### src/rtl/boot_ctrl.sv
// boot_ctrl: CPU boot sequencer -- PC load pulse, settle delay, run window and done report.
// Optional run watchdog is built when BOOT_CTRL_WATCHDOG_EN is defined.
module boot_ctrl #(
  parameter logic [31:0] RESET_PC    = 32'h00400020,
  parameter int unsigned WAIT_CYCLES = 2,
  parameter logic [31:0] MAX_CYCLES  = 32'd1250
) (
  input  logic        clk,
  input  logic        reset,
  input  logic        start,
  input  logic        halt,
  output logic        pc_ld,
  output logic [31:0] pc_data,
  output logic        clockthing,
  output logic        done,
  output logic        timeout,
  output logic [31:0] cycle_count
);

  typedef enum logic [2:0] {IDLE, LOAD, SETTLE, RUN, DONE} state_t;

  localparam logic [7:0] SETTLE_LD = 8'(WAIT_CYCLES);

  state_t      state;
  logic [7:0]  settle_cnt;
  logic [31:0] count_nxt;
  logic        limit_hit;

  if (WAIT_CYCLES > 255) begin : g_bad_wait
    $error("boot_ctrl: WAIT_CYCLES must be 0..255");
  end
  if (MAX_CYCLES == 32'd0) begin : g_bad_max
    $error("boot_ctrl: MAX_CYCLES must be at least 1");
  end

  assign count_nxt = cycle_count + 32'd1;

`ifdef BOOT_CTRL_WATCHDOG_EN
  // halt takes precedence, so the limit only counts when halt is low
  assign limit_hit = (state == RUN) && !halt && (count_nxt == MAX_CYCLES);

  always_ff @(posedge clk or posedge reset) begin
    if (reset) begin
      timeout <= 1'b0;
    end else if ((state == IDLE || state == DONE) && start) begin
      timeout <= 1'b0;
    end else if (limit_hit) begin
      timeout <= 1'b1;
    end
  end
`else
  assign limit_hit = 1'b0;
  assign timeout   = 1'b0;
`endif

  always_ff @(posedge clk or posedge reset) begin
    if (reset) begin
      state       <= IDLE;
      settle_cnt  <= '0;
      pc_ld       <= 1'b0;
      pc_data     <= RESET_PC;
      clockthing  <= 1'b0;
      done        <= 1'b0;
      cycle_count <= '0;
    end else begin
      pc_data <= RESET_PC;
      pc_ld   <= 1'b0;
      case (state)
        IDLE, DONE: begin
          if (start) begin
            state       <= LOAD;
            pc_ld       <= 1'b1;
            done        <= 1'b0;
            cycle_count <= '0;
            settle_cnt  <= SETTLE_LD;
          end
        end
        LOAD: begin
          if (WAIT_CYCLES == 0) begin
            state      <= RUN;
            clockthing <= 1'b1;
          end else begin
            state <= SETTLE;
          end
        end
        SETTLE: begin
          // counter holds the remaining settle cycles including the current one
          settle_cnt <= settle_cnt - 8'd1;
          if (settle_cnt == 8'd1) begin
            state      <= RUN;
            clockthing <= 1'b1;
          end
        end
        RUN: begin
          cycle_count <= count_nxt;
          if (halt || limit_hit) begin
            state      <= DONE;
            clockthing <= 1'b0;
            done       <= 1'b1;
          end
        end
        default: state <= IDLE;
      endcase
    end
  end

endmodule

### config.mk
export PLATFORM = sky130hd
export DESIGN_NAME = boot_ctrl
export DESIGN_NICKNAME = d
export VERILOG_FILES = /design/src/rtl/boot_ctrl.sv
export SDC_FILE = /design/constraint.sdc
export NUM_CORES = 1
export LEC_CHECK = 0
export CAP_MARGIN = 10
export CORE_MARGIN = 5
export CORE_UTILIZATION = 49
export DETAILED_ROUTE_END_ITERATION = 10
export MAX_ROUTING_LAYER = met4
export PLACE_DENSITY = 0.82
export REMOVE_ABC_BUFFERS = 1
export SETUP_SLACK_MARGIN = 0.15
export SYNTH_ARGS = -nofsm -noshare
export SYNTH_HDL_FRONTEND = slang
export SYNTH_SLANG_ARGS = --single-unit
### constraint.sdc
create_clock -name clk -period 5.3 [get_ports clk]
set_input_delay 1.325 -clock clk [delete_from_list [all_inputs] [get_ports clk]]
set_output_delay 1.325 -clock clk [all_outputs]
set_load 0.005 [all_outputs]
==> results.md <==
- Setup Skew: 0.00744 ns
- Slew headroom: 0.199
- Worst Tran Pin Value: 1.19 ns
- Post-CTS setup buffer count: 0
- Post-layout min period: 3.13 ns
- Total of max-cap violations: 0
- Critical Path Start Type: primary input
- Cell taking the most area after synthesis: dfrtp_1
- Slowest stage delay, CP: 0.87 ns
- H-tree depth: 2
- Setup crit end kind: register
- CP dominant cell by count: o21ai_0
- HP Start: cycle_count[31]
- GRT Util Overall: 0.166
- Post-synth top flop: dfrtp_1
- WP data arrival: 3.34 ns
- Fin nets: 299
- Max Freq: 0.319 GHz
- CTS root buf: clkbuf_8
- Pwr dens: 321 mW/mm²
- Largest net degree at the start of global routing: 47
- Die Area: 0.00675 mm²
- Data required, critical path: 5.51 ns
- Worst Hold Class: reg2reg
- Vias in the first global route: 1825
- Longest Clk Path Bufs: 2
- Fin. max-slew vios: 0
- RR Startpoint: cycle_count[0]
- DR WL/cell: 13.9 µm
- Outcome: finished, final reports clean
- CTS resizes: 0
- Cells after Synth: 257
- DP HPWL: 3620 µm
- Synth Register Bits: 46
- First-pass GRT wire length: 8450 µm
- Critical path type: in2reg
- Core area: 0.00507 mm²
- Slowest cell on crit path: nand2_1
- Non-Filler Instances: 363
- CP max FO: 36
- Clock Pin Slew Worst Setup and Hold Paths: 0.09 ns
- Synth cell types: 42
- Syn_area_per_cell: 9.92 µm²
- Final setup violation count: 0
- ANT nets after route: 0
- Num CTS Buffers: 5
- Synthesis Warnings: 0
- Drt initial violations: 94
- Asr flop ratio synth: 1.00
- Reg2reg end: cycle_count[20]
- Leak pwr: 1.43 nW
- Worst VDD drop: 0.321 mV
- Endpoint, Worst Hold: cycle_count[31]
- Ports: 72
- FF-to-FF path depth: 5
- Post-synth EDFFs: 0
- Share of layout cells above drive strength 1: 0.0648
- Worst Hold Path Cells: 1
- Syn-to-layout area delta: 15.5%
- Unrepaired setup endpoints after global routing: no
- Power Total: 0.000945 W
- Die W: 82.1 µm
- Placed instance count: 355
- Bufs and invs on worst path: 2
- Grt total ovfl: 0
- Share of the synthesized area in the top cell type: 0.451
- Multi-input logic area: 0.00119 mm²
- Hold-fix buffers, CTS: 0
- CTS tree: built
- CP Cell Sequence: clkdlybuf4s50_1 -> nand2_1 -> inv_1 -> nor2_1 -> o21ai_0 -> o21ai_0
- Final TNS setup: 0 ns
- Initial core utilization: 0.502
- Crit share post-route: 0.591
- Vias: 1951
- DRT Wirelength: 5060 µm
- Most area-consuming cells after synthesis: dfrtp_1, mux2i_1, buf_4, nand2_1, nand3_1
- Post-route DRC violation count: 0
- Mapped Area: 0.00255 mm²
- RePlAce Congestion: 0.777
- N_diodes: 0
- Die Y: 82.1 µm
- Sequential cell area fraction in the yosys report: 0.451
- Reg2reg setup slack: 2.96 ns
- Vias per cell: 5.37
- Drt pass-1 iters: 4
- Number of antenna violations at the first check in global routing: 0
- Fin. Hold Viols: 0
- Insertion delay to the later sink of the worst-skew pair: 0.30 ns
- Util after Layout: 0.580
- Sequential cell area: 0.00115 mm²
- Rows: 26
- Filler instances: 436
- Crit path max-delay family: simple AND/OR/NAND/NOR gates
- # port buffers: 38
- Clock sink count: 46
[area by class of cell]
type / instances / share of cell area
Tap cell: 70 / 0.0297
Inverter: 7 / 0.00892
Clock inverter: 1 / 0.00170
Timing Repair Buffer: 40 / 0.134
Sequential cell: 46 / 0.391
Clock buffer: 7 / 0.0293
Multi-Input combinational cell: 192 / 0.405
[state kept, by name (all words and copies together), names as in the netlist]
name,flops
clockthing,1
done,1
cycle_count,32
settle_cnt,8
state,3
pc_ld,1
[cells in the mapped netlist, drive strengths merged (4+ instances only)]
cell type / number
and3: 6
inv: 7
nand3: 17
nand4: 13
nor2: 6
o21ai: 10
dfrtp: 46
buf: 38
nand2: 40
o41ai: 4
nor4: 5
mux2i: 25
clkbuf: 5
[worst register-to-register path, cell delays in order, from the launching register on]
cell     delay, ns
dfrtp_1       0.41
ha_1          0.24
nand2_1       0.11
nor4_2        1.01
nand4_1       0.27
mux2i_1       0.19
[metrics by stage]
stage / cell area, µm² / hold slack (ns) / setup WS, ns
after floorplan: 2360 / 0.464 / 2.79
after global placement: 2850 / 0.472 / 1.91
after detailed placement: 2850 / 0.478 / 1.80
after CTS: 2940 / 0.490 / 2.16
after global routing: 2940 / 0.525 / 1.93
final: 2940 / 0.485 / 2.17
[cells by family after synthesis]
group,share of synthesized area
buf+inv,0.129
other cells,0.00295
compound gates,0.0805
flops,0.451
simple gates,0.223
fa+ha+maj,0.0147
mux,0.0981
[power by group]
| part | leakage, nW | switching [W] | internal, W |
|---|---|---|---|
| clock network | 0.0482 | 0.000114 | 0.000105 |
| logic | 0.761 | 0.000145 | 0.000113 |
| registers | 0.625 | 0.0000666 | 0.000401 |
[placed cells by master (no fill, tap or decap), drive strengths merged, types with 4 or more instances in the layout]
| master | Yosys | final |
|---|---|---|
| and3 | 6 | 6 |
| clkbuf | 5 | 7 |
| clkdlybuf4s50 | 0 | 38 |
| conb | 2 | 33 |
| dfrtp | 46 | 46 |
| inv | 7 | 6 |
| mux2i | 25 | 25 |
| nand2 | 40 | 40 |
| nand3 | 17 | 17 |
| nand4 | 13 | 13 |
| nor2 | 6 | 6 |
| nor4 | 5 | 5 |
| o21ai | 10 | 10 |
| o41ai | 4 | 4 |
[layer usage]
layer	wire, µm	track usage
met5	0	-
met4	61	0.0515
met3	308	0.0369
met2	2540	0.268
met1	2150	0.208
[how the worst max path moves through the flow]
stage                     endpoint  depth (start not counted)  slack [ns]   from
finish              cycle_count[6]                          6        2.17  start
global route        cycle_count[6]                          6        1.93  start
CTS                 cycle_count[6]                          6        2.16  start
detailed placement  cycle_count[6]                          6        1.80  start
global placement    cycle_count[6]                          6        1.91  start
floorplan           cycle_count[4]                          5        2.79  start
(Power assumes the default switching activity.)
